===== config.mk =====
export PLATFORM = sky130hd
export DESIGN_NAME = red_pitaya_guitar_noise_gate
export DESIGN_NICKNAME = d
export VERILOG_FILES = /design/src/rtl/red_pitaya_guitar_pkg.sv /design/src/rtl/red_pitaya_guitar_env_follower.sv /design/src/rtl/red_pitaya_guitar_noise_gate.sv
export SDC_FILE = /design/constraint.sdc
export NUM_CORES = 1
export LEC_CHECK = 0
export BUFFER_PORTS_ARGS = -buffer_cell sky130_fd_sc_hd__buf_4
export CAP_MARGIN = 30
export CELL_PAD_IN_SITES_DETAIL_PLACEMENT = 0
export CELL_PAD_IN_SITES_GLOBAL_PLACEMENT = 2
export CORE_UTILIZATION = 40
export CTS_CLUSTER_DIAMETER = 200
export DETAILED_ROUTE_END_ITERATION = 16
export PLACE_DENSITY = 0.83
export SLEW_MARGIN = 20
export SYNTH_ARGS = -nofsm -noshare
export SYNTH_HDL_FRONTEND = slang
export SYNTH_HIERARCHICAL = 1
export SYNTH_SLANG_ARGS = --single-unit

===== constraint.sdc =====
create_clock -name clk_i -period 9.76 [get_ports clk_i]
set_clock_uncertainty 0.2 [all_clocks]
set_input_delay 0.976 -clock clk_i [delete_from_list [all_inputs] [get_ports clk_i]]
set_output_delay 0.976 -clock clk_i [all_outputs]
set_load 0.05 [all_outputs]

===== src/rtl/red_pitaya_guitar_pkg.sv =====
// Shared definitions for the guitar effect chain: sample width, unity gain
// and the noise gate state encoding.
package red_pitaya_guitar_pkg;

  localparam int DW = 16;
  localparam logic [15:0] GAIN_UNITY = 16'h8000;

  typedef enum logic [2:0] {
    ST_CLOSED  = 3'd0,
    ST_OPENING = 3'd1,
    ST_OPEN    = 3'd2,
    ST_HOLD    = 3'd3,
    ST_CLOSING = 3'd4
  } gate_state_t;

  // A zero step would freeze the ramp, so it is promoted to the smallest move.
  function automatic logic [15:0] effStep(input logic [7:0] step);
    return (step == 8'd0) ? 16'd1 : {8'd0, step};
  endfunction

endpackage


===== src/rtl/red_pitaya_guitar_env_follower.sv =====
// Envelope follower: saturating magnitude of each sample smoothed by a
// one-pole filter whose time constant is set by ENV_SHIFT.
module red_pitaya_guitar_env_follower #(
  parameter int DW        = red_pitaya_guitar_pkg::DW,
  parameter int ENV_SHIFT = 6
) (
  input  logic                 clk_i,
  input  logic                 rst_i,
  input  logic                 in_valid_i,
  input  logic signed [DW-1:0] in_sound_i,
  output logic        [DW-1:0] env_o
);

  logic [DW-1:0]        r_env;
  logic [DW-1:0]        w_abs;
  logic signed [DW:0]   w_diff;
  logic signed [DW:0]   w_delta;

  // The most negative code has no positive twin, so it is folded onto full scale.
  always_comb begin
    if (in_sound_i == {1'b1, {(DW-1){1'b0}}}) begin
      w_abs = {1'b0, {(DW-1){1'b1}}};
    end else if (in_sound_i[DW-1]) begin
      w_abs = $unsigned(-in_sound_i);
    end else begin
      w_abs = $unsigned(in_sound_i);
    end
    w_diff  = $signed({1'b0, w_abs}) - $signed({1'b0, r_env});
    w_delta = w_diff >>> ENV_SHIFT;
  end

  always_ff @(posedge clk_i) begin
    if (rst_i) begin
      r_env <= '0;
    end else if (in_valid_i) begin
      r_env <= DW'($signed({1'b0, r_env}) + w_delta);
    end
  end

  assign env_o = r_env;

endmodule


===== src/rtl/red_pitaya_guitar_noise_gate.sv =====
// Noise gate with hysteresis, hold time and linear gain ramps, sitting in
// front of the octaver. Two-stage output pipeline: multiply, then rescale.
module red_pitaya_guitar_noise_gate #(
  parameter int DW        = red_pitaya_guitar_pkg::DW,
  parameter int ENV_SHIFT = 6
) (
  input  logic                 clk_i,
  input  logic                 rst_i,
  input  logic signed [DW-1:0] in_sound_i,
  input  logic                 in_valid_i,
  input  logic [15:0]          thresh_open_i,
  input  logic [15:0]          thresh_close_i,
  input  logic [15:0]          hold_i,
  input  logic [7:0]           ramp_step_i,
  output logic signed [DW-1:0] out_sound_o,
  output logic                 out_valid_o,
  output logic                 gate_open_o
);

  import red_pitaya_guitar_pkg::*;

  gate_state_t            r_state;
  gate_state_t            w_nextState;
  logic [15:0]            r_gain;
  logic [15:0]            w_nextGain;
  logic [15:0]            r_holdCnt;
  logic [15:0]            w_nextHold;
  logic [15:0]            w_step;
  logic [16:0]            w_gainUp;
  logic                   w_openHit;
  logic                   w_closeHit;
  logic [DW-1:0]          w_env;
  logic signed [DW+16:0]  r_product;
  logic                   r_prodValid;
  logic signed [DW-1:0]   r_outSound;
  logic                   r_outValid;

  red_pitaya_guitar_env_follower #(
    .DW        (DW),
    .ENV_SHIFT (ENV_SHIFT)
  ) u_env (
    .clk_i      (clk_i),
    .rst_i      (rst_i),
    .in_valid_i (in_valid_i),
    .in_sound_i (in_sound_i),
    .env_o      (w_env)
  );

  // Decisions use the envelope register, i.e. the level before this sample.
  always_comb begin
    w_nextState = r_state;
    w_nextGain  = r_gain;
    w_nextHold  = r_holdCnt;
    w_step      = effStep(ramp_step_i);
    w_gainUp    = {1'b0, r_gain} + {1'b0, w_step};
    w_openHit   = (w_env >= thresh_open_i);
    w_closeHit  = (w_env < thresh_close_i);
    case (r_state)
      ST_CLOSED: begin
        if (w_openHit) w_nextState = ST_OPENING;
      end
      ST_OPENING: begin
        if (w_closeHit) begin
          w_nextState = ST_CLOSING;
        end else if (w_gainUp >= {1'b0, GAIN_UNITY}) begin
          w_nextGain  = GAIN_UNITY;
          w_nextState = ST_OPEN;
        end else begin
          w_nextGain = w_gainUp[15:0];
        end
      end
      ST_OPEN: begin
        if (w_closeHit) begin
          w_nextState = ST_HOLD;
          w_nextHold  = hold_i;
        end
      end
      ST_HOLD: begin
        if (w_openHit) begin
          w_nextState = ST_OPEN;
        end else if (r_holdCnt == 16'd0) begin
          w_nextState = ST_CLOSING;
        end else begin
          w_nextHold = r_holdCnt - 16'd1;
        end
      end
      ST_CLOSING: begin
        if (w_openHit) begin
          w_nextState = ST_OPENING;
        end else if (r_gain <= w_step) begin
          w_nextGain  = 16'd0;
          w_nextState = ST_CLOSED;
        end else begin
          w_nextGain = r_gain - w_step;
        end
      end
      default: w_nextState = ST_CLOSED;
    endcase
  end

  always_ff @(posedge clk_i) begin
    if (rst_i) begin
      r_state   <= ST_CLOSED;
      r_gain    <= '0;
      r_holdCnt <= '0;
    end else if (in_valid_i) begin
      r_state   <= w_nextState;
      r_gain    <= w_nextGain;
      r_holdCnt <= w_nextHold;
    end
  end

  // Gain is widened to 17 signed bits so that 0x8000 means +1.0, not -1.0.
  always_ff @(posedge clk_i) begin
    if (rst_i) begin
      r_product   <= '0;
      r_prodValid <= 1'b0;
      r_outSound  <= '0;
      r_outValid  <= 1'b0;
    end else begin
      r_prodValid <= in_valid_i;
      if (in_valid_i) r_product <= in_sound_i * $signed({1'b0, r_gain});
      r_outValid <= r_prodValid;
      if (r_prodValid) r_outSound <= DW'(r_product >>> 15);
    end
  end

  assign out_sound_o = r_outSound;
  assign out_valid_o = r_outValid;
  assign gate_open_o = (r_state == ST_OPENING) || (r_state == ST_OPEN) || (r_state == ST_HOLD);

endmodule


==> results of run 1 <==
[power by group through the flow]
stage               Clock [uW]  Combinational, uW  Sequential, uW
floorplan                    0                739             425
CTS                        364                970             445
detailed placement           0                961             453
global route               379               1100             449
finish                     355                970             442
global placement             0                950             452
[per-layer routing]
layer / up-vias / part of all wire [%]
met4: 2 / 2.0
met1: 6460 / 47
met3: 47 / 4.4
met5: - / 0.029
li1: 6350 / -
met2: 288 / 47
[worst max-delay path: stages]
cell,delay [ps]
buf_4,270
clkinv_1,460
nor2_1,260
fa_1,450
fa_1,510
fa_1,430
fa_1,470
fa_1,500
inv_1,50
fa_1,500
inv_1,50
ha_1,400
nand3_1,120
nor3_1,140
o21ai_0,160
o211ai_1,390
nand3_1,170
a21boi_0,340
nor4_1,90
a211o_1,240
[registers in the layout (all words and copies together) (netlist names)]
signal	count
r_holdCnt	16
u_env/env_o	16
out_sound_o	16
r_state	3
out_valid_o	1
r_gain	16
r_prodValid	1
r_product	16
[cell families (layout without fill, tap and decap cells)]
| family | after synthesis | count (layout) | synth area share [%] |
|---|---|---|---|
| AOI/OAI and AO/OA | 328 | 328 | 14.5 |
| xor gates and xnor gates | 42 | 42 | 2.45 |
| adders and majority gates | 384 | 384 | 40.2 |
| buffers and inverters | 409 | 448 | 10.0 |
| DFF | 85 | 85 | 10.9 |
| muxes | 34 | 34 | 2.20 |
| and+or+nand+nor | 622 | 622 | 19.7 |
[per-stage QoR]
step	hold slack (ps)	area, um^2	power [uW]
after floorplan	232	15600	1160
after global placement	244	16700	1400
after detailed placement	250	16700	1410
after CTS	260	17000	1780
after global routing	291	17000	1930
final	261	17000	1770
[path summary, 6_finish.rpt]
kind,startpoint,endpoint,cells past startpoint
worst min register to register,r_product[24]$_SDFFE_PP0P_,r_product[24]$_SDFFE_PP0P_,2
worst max register to register,r_gain[4]$_SDFFE_PP0P_,r_product[25]$_SDFFE_PP0P_,17
worst max-delay path,in_sound_i[15],r_product[23]$_SDFFE_PP0P_,20
worst min-delay path,r_product[24]$_SDFFE_PP0P_,r_product[24]$_SDFFE_PP0P_,2
[final cells by class]
| class | count | area share [%] |
|---|---|---|
| multi-input combinational | 1410 | 72.5 |
| sequential | 85 | 9.99 |
| inverter | 322 | 7.09 |
| timing repair buffer | 110 | 5.01 |
| tap | 511 | 3.75 |
| clock buffer | 10 | 1.34 |
| clock inverter | 6 | 0.367 |
[cell usage in the layout (no fill, tap or decap), types with 9 or more instances in the layout]
cell type    n
a211oi_1    18
ha_1       188
nand4_1     11
or3_1       13
dfxtp_1     85
o211ai_1    16
inv_1      316
o21ai_0     45
fa_1       196
o21a_1      17
nor3_1      27
a31oi_1      9
buf_4      107
clkbuf_16    9
and3_1      13
a21oi_1     86
nor4_1      14
nor2_1     126
nand2_1    205
a21o_1      18
mux2i_1     32
nand2b_1    18
xnor2_1     23
xor2_1      17
o32ai_1     10
and2_1     115
nand3_1     36
==> results.ini, run 1 <==
[status]
status=finished clean

[floorplan]
placementRows=71
die-area_mm2=0.0398
die_h_um=200
die_w_um=200
core_area_mm2=0.0380
start_util_pct=41.0
pin_count=93

[global_route]
track_usage_pct=23.5
grt_max_degree=62
grt_pass1_vias=13300
grt_use_met2_pct=38.8
busiest_layer=met2
grt_first_pass_wirelength_mm=72.5
grt_use_met1_pct=32.5
grt_overflow=0
met3_usage_pct=2.97
antenna_found_initial=1

[clock_tree]
cts_tree=yes
clkSlewWorstSetupHoldPaths_ps=70
cts_made_buffers=9
cts_buffer_depth=2
cts.repair.resized=0
clkLatencyLatePin_ps=360
clock-root-buffer=clkbuf_16
clock_sinks=85
holdBufCountCts=0
cts_setup_buffers=0
htreeDepth=3

[sta]
rsz0062_at_grt=no
worst_slack_ps=2800
relSlewSlack_pct=32.2
min_period_over_period_pct=71.3
final-setup-viol-count=0
worst_slew_pin_slew_ps=1020
final_hold_viol_count=0
fin_tns_setup_ps=0
fmax_mhz=144
drv_slew=0
period_needed_ps=6960

[critical_path]
cp.required_ps=9810
crit_type=in2reg
rrSetupSlack_ps=3030
path_max_fanout=29
end_kind=flip-flop
critPathArrivalTime_ps=7010
cp-start-kind=input pin

[power]
p_leak_uw=0.00835
p_per_area_mw_per_mm2=104
swShare_pct=44.4
seq_power_share_pct=25.0
p_switching_uw=785
power_frac_comb_pct=54.9
power.internal_uw=981
vdd_drop_max_mv=0.107
clkPwrFrac_pct=20.1

[worst_hold_path]
worstHoldPathType=reg2reg

[drt]
first_iter_violations=697
drc=0
ant_nets=0
first_pass_iters=8
vias=13100
vias_per_cell=5.36
drt_wl_total_mm=44.3
wl_per_cell_um=18.0

[yosys]
synth_nets=2363
yosysWarnings=6
synth_top_area_share_pct=25.1
ys_async_sr_fraction_pct=0
yosys-top-cells-count=inv_1, nand2_1, fa_1
synthCells=1904
synth_cell_types=90
synth_area_per_cell_um2=8.20
syn_area_mm2=0.0156
synth_most_common_cell=inv_1
ys_seq_area_share_pct=10.9
netlist.top_cell.by_area=fa_1
synth-edff-count=0
synthFlopType=dfxtp_1
synth_area_leaders=fa_1, ha_1, dfxtp_1, inv_1, nand2_1
ys_ff_latch=85

[placed_design]
pre_cts_ws_ps=2500
dp.cells=2434
hpwl_mm=34.0
portBuffers=92
gp_congestion=0.871

[finish]
final_util_pct=44.8
multi_input_area_mm2=0.0123
register_area_mm2=0.00170
drive_above_1_share_pct=8.44
fillers=3858
nets=2397
layout.cells.non_filler=2454
antenna_cells=0
area_growth_pct=9.19

[job]
cap_violations=0

Power figures use the tool's default switching activity.
==> run 2: changes to the inputs <==
CORE_UTILIZATION = 35   (was 40)
PLACE_DENSITY = 0.77   (was 0.83)
clock period = 6.05 ns   (was 9.76 ns; I/O delays follow)
==> results.ini, run 2 (synthesized netlist as in run 1, its figures left out) <==
[critical_path]
end_kind=flip-flop
crit_type=in2reg
crit_chain=buf_4 -> and2_4 -> fa_1 -> inv_1 -> fa_1 -> inv_1 -> fa_1 -> fa_2 -> fa_1 -> inv_1 -> fa_1 -> inv_1 -> ha_4 -> nor4_2 -> o211ai_1 -> a31oi_2 -> o211ai_1 -> buf_4 -> nand3_2 -> a21boi_2 -> buf_4 -> o32ai_1
timing.critical_path.buf_inv=7  ; +3
r2r-end=r_product[22]$_SDFFE_PP0P_
cp-start-kind=input pin
cp.required_ps=6130  ; -3680 ps
r2r-start=r_gain[5]$_SDFFE_PP0P_
rr_worst_depth=22  ; +5
crit_family=adder cells
max_stage_delay_ps=590  ; +80 ps
rrSetupSlack_ps=100  ; -2930 ps
path_max_fanout=6  ; -79%
critPathArrivalTime_ps=6070  ; -940 ps
worst_path_most_repeated_cell=fa_1
slowest_stage=fa_1

[global_route]
grt_first_pass_wirelength_mm=76.2  ; +5.0%
grt_pass1_vias=14200  ; +6.7%
grt_max_degree=57  ; -8.1%
track_usage_pct=21.6  ; -1.9 points
antenna_found_initial=0  ; -1
grt_overflow=0  ; unchanged

[finish]
final_util_pct=42.7  ; -2.2 points
antenna_cells=0  ; unchanged
nets=2562  ; +6.9%
fin_area_mm2=0.0188  ; +10%
drive_above_1_share_pct=18.6  ; +10 points
multi_input_area_mm2=0.0126  ; +2.3%
mostFrequentLayoutCells=inv_1, buf_4, nand2_1
final_common_cell=inv_1
area_growth_pct=20.6
fillers=4536  ; +18%
register_area_mm2=0.00174  ; +2.1%

[job]
cap_violations=0  ; unchanged

[floorplan]
die_h_um=213  ; +6.8%
start_util_pct=35.4  ; -5.7 points
die-area_mm2=0.0454  ; +14%
die_w_um=213  ; +6.8%
core_area_mm2=0.0441  ; +16%
pin_count=93  ; unchanged
placementRows=77  ; +8.5%

[clock_tree]
cts_buffer_depth=2  ; unchanged
htreeDepth=3  ; unchanged
clock_sinks=85  ; unchanged
cts_made_buffers=9  ; unchanged
clkLatencyLatePin_ps=380  ; +20 ps
holdBufCountCts=0  ; unchanged
clkSlewWorstSetupHoldPaths_ps=70  ; about the same
cts_tree=yes
clock-root-buffer=clkbuf_16

[drt]
vias=13800  ; +5.0%
wl_per_cell_um=17.5  ; -2.9%
drc=0  ; unchanged
met1_length_mm=21.7  ; +4.3%
vias_per_cell=5.11  ; -4.6%
first_iter_violations=774  ; +11%
wl_met2_mm=23.0  ; +11%
maxUsedRoutingLayer=met4
first_pass_iters=5  ; -3
drt_wl_total_mm=47.3  ; +6.8%
wl_met3_mm=1.60  ; -17%
ant_nets=0  ; unchanged

[sta]
final-setup-viol-count=0  ; unchanged
relSlewSlack_pct=37.6  ; +5.4 points
worst_slew_pin_slew_ps=934  ; -81.0 ps
fmax_mhz=167
final_hold_viol_count=0  ; unchanged
period_needed_ps=5990
rsz0062_at_grt=yes
drv_slew=0  ; unchanged
min_period_over_period_pct=99.0

[placed_design]
portBuffers=92  ; unchanged
placed_cell_area_mm2=0.0180  ; +7.8%
hpwl_mm=38.5  ; +13%
gp_congestion=0.860  ; -1.3%

[worst_hold_path]
min_from=r_product[24]$_SDFFE_PP0P_
worstHoldPathCells=2  ; unchanged
worstHoldPathType=reg2reg
hold_end=r_product[24]$_SDFFE_PP0P_

[power]
fin_total_pwr_uw=3080  ; +74%
p_per_area_mw_per_mm2=164  ; +58%
vdd_drop_max_mv=0.191  ; +78%
p_leak_uw=0.00925  ; +11%

[status]
status=finished clean

==> run 2: changes by cell type in the layout (fill, tap and decap cells not counted), moves of 6 or more <==
| cell | delta |
|---|---|
| buf_12 | +8 |
| buf_4 | +147 |
| buf_6 | +8 |
| dfxtp_1 | -13 |
| dfxtp_4 | +8 |
| fa_1 | -7 |
| fa_2 | +7 |
| ha_1 | -6 |
| ha_4 | +6 |
| o21ai_0 | -6 |
==> run 2: final cells by class <==
cell class | count | share of cell area [%]
multi-input combinational | 1410 | 67.1
timing repair buffer | 275 | 11.8
clock inverter | 4 | 0.173
tap | 592 | 3.93
inverter | 322 | 6.43
clock buffer | 12 | 1.31
sequential | 85 | 9.23
==> run 2: where the power goes <==
| group | internal [uW] | leakage, uW | total (uW) | switching [uW] |
|---|---|---|---|---|
| Combinational | 865 | 0.00842 | 1820 | 958 |
| Sequential | 613 | 0.000701 | 705 | 92.0 |
| Clock | 292 | 0.000129 | 551 | 259 |
==> run 2: worst max-delay path by stage <==
stage,start,to,slack [ps],cells after the start
3_3_place_gp,in_sound_i[4],r_product[23]$_SDFFE_PP0P_,-410,22
6_report,in_sound_i[10],r_product[22]$_SDFFE_PP0P_,60,22
5_1_grt,in_sound_i[10],r_product[20]$_SDFFE_PP0P_,-130,23
2_1_floorplan,in_sound_i[7],r_product[28]$_SDFFE_PP0P_,-30,20
3_5_place_dp,in_sound_i[4],r_product[23]$_SDFFE_PP0P_,-530,22
4_1_cts,r_gain[7]$_SDFFE_PP0P_,r_product[26]$_SDFFE_PP0P_,2,22
==> run 2: per-stage QoR <==
step,setup slack (ps),hold slack (ps),instances,setup TNS [ps]
after floorplan,-31.6,232,1904,-31.6
after global placement,-410,247,2667,-4090
after detailed placement,-531,250,2667,-4520
after CTS,1.90,263,2685,0
after global routing,-131,290,2700,-795
final,62.9,258,2700,0
==> run 2: tightest hold or removal path, cell delays in order (launching register included) <==
cell,delay (ps)
dfxtp_1,310
nand2_1,50
a21oi_1,50
==> run 2: timing repair <==
| item | 4_1_cts | 5_1_grt |
|---|---|---|
| buffers inserted | 2 | 16 |
| gates resized for setup | 18 | 87 |
| pin swaps | 3 | 37 |
| endpoints found under the hold margin | 0 | 0 |
| endpoints found under the setup margin | 16 | 16 |
==> run 2: metal layers <==
metal / global-route usage [%] / up-vias
met3: 3.00 / 49
met5: 0 / -
met1: 28.6 / 6785
met4: 5.59 / 0
li1: - / 6686
met2: 36.8 / 284
==> run 3: changes to the inputs <==
ABC_AREA = 1   (was not set)
CORE_UTILIZATION = 33   (was 35)
SYNTH_HIERARCHICAL = not set   (was 1)
==> results.ini, run 3 <==
[status]
status=finished clean

[global_route]
antenna_found_initial=1  ; +1
track_usage_pct=20.1  ; -1.5 points
grt_pass1_vias=14500  ; +1.8%
grt_max_degree=45  ; -21%
grt_first_pass_wirelength_mm=78.5  ; +3.1%
grt_overflow=0  ; unchanged

[clock_tree]
clock-root-buffer=clkbuf_16
cts_tree=yes
clkLatencyLatePin_ps=380  ; about the same
cts_made_buffers=9  ; unchanged
clock_sinks=85  ; unchanged
cts.repair.resized=2  ; -16
cts_setup_buffers=0  ; -2
htreeDepth=3  ; unchanged
clkSlewWorstSetupHoldPaths_ps=70  ; about the same
holdBufCountCts=0  ; unchanged
cts_buffer_depth=2  ; unchanged

[floorplan]
placementRows=80  ; +3.9%
die_w_um=224  ; +4.8%
pin_count=93  ; unchanged
die_h_um=224  ; +4.8%
core_area_mm2=0.0480  ; +8.9%
start_util_pct=33.7  ; -1.7 points
die-area_mm2=0.0500  ; +9.9%

[drt]
ant_nets=0  ; unchanged
first_iter_violations=734  ; -5.2%
first_pass_iters=5  ; unchanged
vias_per_cell=4.73  ; -7.4%
drt_wl_total_mm=48.5  ; +2.5%
drc=0  ; unchanged
wl_per_cell_um=15.9  ; -9.2%
vias=14400  ; +4.5%

[placed_design]
gp_congestion=0.845  ; -1.7%
pre_cts_ws_ps=-84.6  ; +446 ps
placed_cell_area_mm2=0.0180  ; +0.24%
portBuffers=92  ; unchanged
hpwl_mm=40.9  ; +6.2%

[yosys]
synth_area_leaders=fa_1, ha_1, inv_1, nand2_1, dfxtp_1
netlist.top_cell.by_area=fa_1
synth_most_common_cell=inv_1
syn_area_mm2=0.0162  ; +3.7%
ys_async_sr_fraction_pct=0  ; unchanged
yosys-top-cells-count=inv_1, nand2_1, fa_1
synthFlopType=dfxtp_1
synth_top_area_share_pct=24.2  ; -0.91 points
synth_area_per_cell_um2=6.98  ; -15%
synthCells=2319  ; +22%
synth_cell_types=53  ; -41%
yosysWarnings=0  ; -6
synth_nets=2777  ; +18%
ys_seq_area_share_pct=10.5  ; -0.39 points
synth-edff-count=0  ; unchanged
ys_ff_latch=85  ; unchanged

[critical_path]
critPathArrivalTime_ps=5880  ; -190 ps
r2r-start=r_gain[7]$_SDFFE_PP0P_
end_kind=flip-flop
path_max_fanout=8  ; +2
cp.required_ps=6170  ; +40 ps
crit_start=r_gain[7]$_SDFFE_PP0P_
rr_worst_depth=24  ; +9.1%
cp-start-kind=flip-flop
crit_type=reg2reg

[power]
p_leak_uw=0.0105  ; +14%
swShare_pct=55.4  ; +13 points
seq_power_share_pct=9.9  ; -13 points
power_frac_comb_pct=83.6  ; +24 points
clkPwrFrac_pct=6.5  ; -11 points
power.internal_uw=4220  ; +140%
p_switching_uw=5230  ; +300%
vdd_drop_max_mv=0.422  ; +120%
p_per_area_mw_per_mm2=514  ; +210%

[sta]
rsz0062_at_grt=no
min_period_over_period_pct=95.1  ; -3.8 points
final-setup-viol-count=0  ; unchanged
fmax_mhz=174  ; +4.0%
fin_tns_setup_ps=0  ; unchanged
period_needed_ps=5760  ; -231 ps
worst_slew_pin_slew_ps=793  ; -141 ps
final_hold_viol_count=0  ; unchanged
fin_hold_ws_ps=269  ; +10.2 ps
drv_slew=0  ; unchanged
worst_slack_ps=293  ; +231 ps
relSlewSlack_pct=46.7  ; +9.1 points

[job]
cap_violations=0  ; unchanged

[finish]
antenna_cells=0  ; unchanged
fin_area_mm2=0.0184  ; -2.2%
nets=2885  ; +13%
final_common_cell=inv_1
drive_above_1_share_pct=11.4  ; -7.2 points
area_growth_pct=13.7
mostFrequentLayoutCells=inv_1, nand2_1, fa_1

[worst_hold_path]
worstHoldPathType=reg2reg
min_from=r_product[25]$_SDFFE_PP0P_
worstHoldPathCells=2  ; unchanged

[run 3: cell count changes after synthesis, sizes merged, moves of 15 or more]
cell / previous run / this run
o21ai: 52 / 138
nand2: 205 / 472
inv: 318 / 543
or3: 16 / 0
a211oi: 19 / 4
o21a: 18 / 1
xor2: 17 / 37
and2: 115 / 1
mux2i: 32 / 1
nand2b: 19 / 0
a21oi: 87 / 159
nor2: 126 / 190
nand3: 36 / 71
buf: 12 / 33
[run 3: worst max-delay path: stages, from the launching register on]
cell and delay [ps]:
dfxtp_2 390, buf_4 190, nand2_1 60, inv_1 50, fa_1 530, inv_1 60, fa_1 400, fa_1 550
inv_1 60, fa_1 500, fa_1 520, inv_1 60, fa_1 470, inv_1 50, ha_1 300, nand2_1 120
nor2_1 150, inv_1 100, nor3_1 180, nand3_1 160, nand3_1 150, nor2_1 50, o21ai_0 210, o211ai_1 120
inv_1 70
[run 3: layer usage]
metal | vias to the layer above | global-route usage [%] | part of all wire, %
met1 | 6815 | 29.4 | 51
met4 | 0 | 3.65 | 1.1
met5 | - | 0 | 0
li1 | 7332 | - | -
met3 | 28 | 3.02 | 4.1
met2 | 247 | 31.3 | 44
[run 3: logic make-up after synthesis]
| group | after synthesis | share of synthesized area (%) |
|---|---|---|
| xor+xnor | 51 | 2.76 |
| flops | 85 | 10.5 |
| fa+ha+maj | 383 | 38.7 |
| simple gates | 786 | 20.1 |
| compound gates | 370 | 12.6 |
| buf+inv | 643 | 15.3 |
| mux | 1 | 0.0618 |
[run 3: worst paths after layout]
path	end	slack [ps]
hold / removal	out_sound_o[10]$_SDFFE_PP0P_	270
hold reg to reg	out_sound_o[10]$_SDFFE_PP0P_	270
setup / recovery	r_product[22]$_SDFFE_PP0P_	290
setup reg to reg	r_product[22]$_SDFFE_PP0P_	290
[run 3: metrics by stage]
step | instances | utilization [%] | total power [uW]
after floorplan | 2319 | - | 6010
after global placement | 3029 | 37.5 | 8770
after detailed placement | 3030 | 37.5 | 8740
after CTS | 3046 | 38.2 | 9510
after global routing | 3047 | 38.3 | 10600
final | 3047 | 38.3 | 9460
[run 3: cell type report]
type	count	area [um^2]
fillers	5152	29600
multi-input cells	1591	12000
inverters	544	2040
flip-flops and latches	85	1720
repair buffers	196	1520
well taps	615	769
clock buffers	10	239
clock inverters	6	77.6
[run 3: power groups by stage]
stage / Combinational (uW) / Sequential [uW] / Clock [uW]
floorplan: 5160 / 850 / 0
global placement: 7830 / 944 / 0
CTS: 7930 / 931 / 646
global route: 9000 / 961 / 659
detailed placement: 7800 / 941 / 0
finish: 7900 / 938 / 616
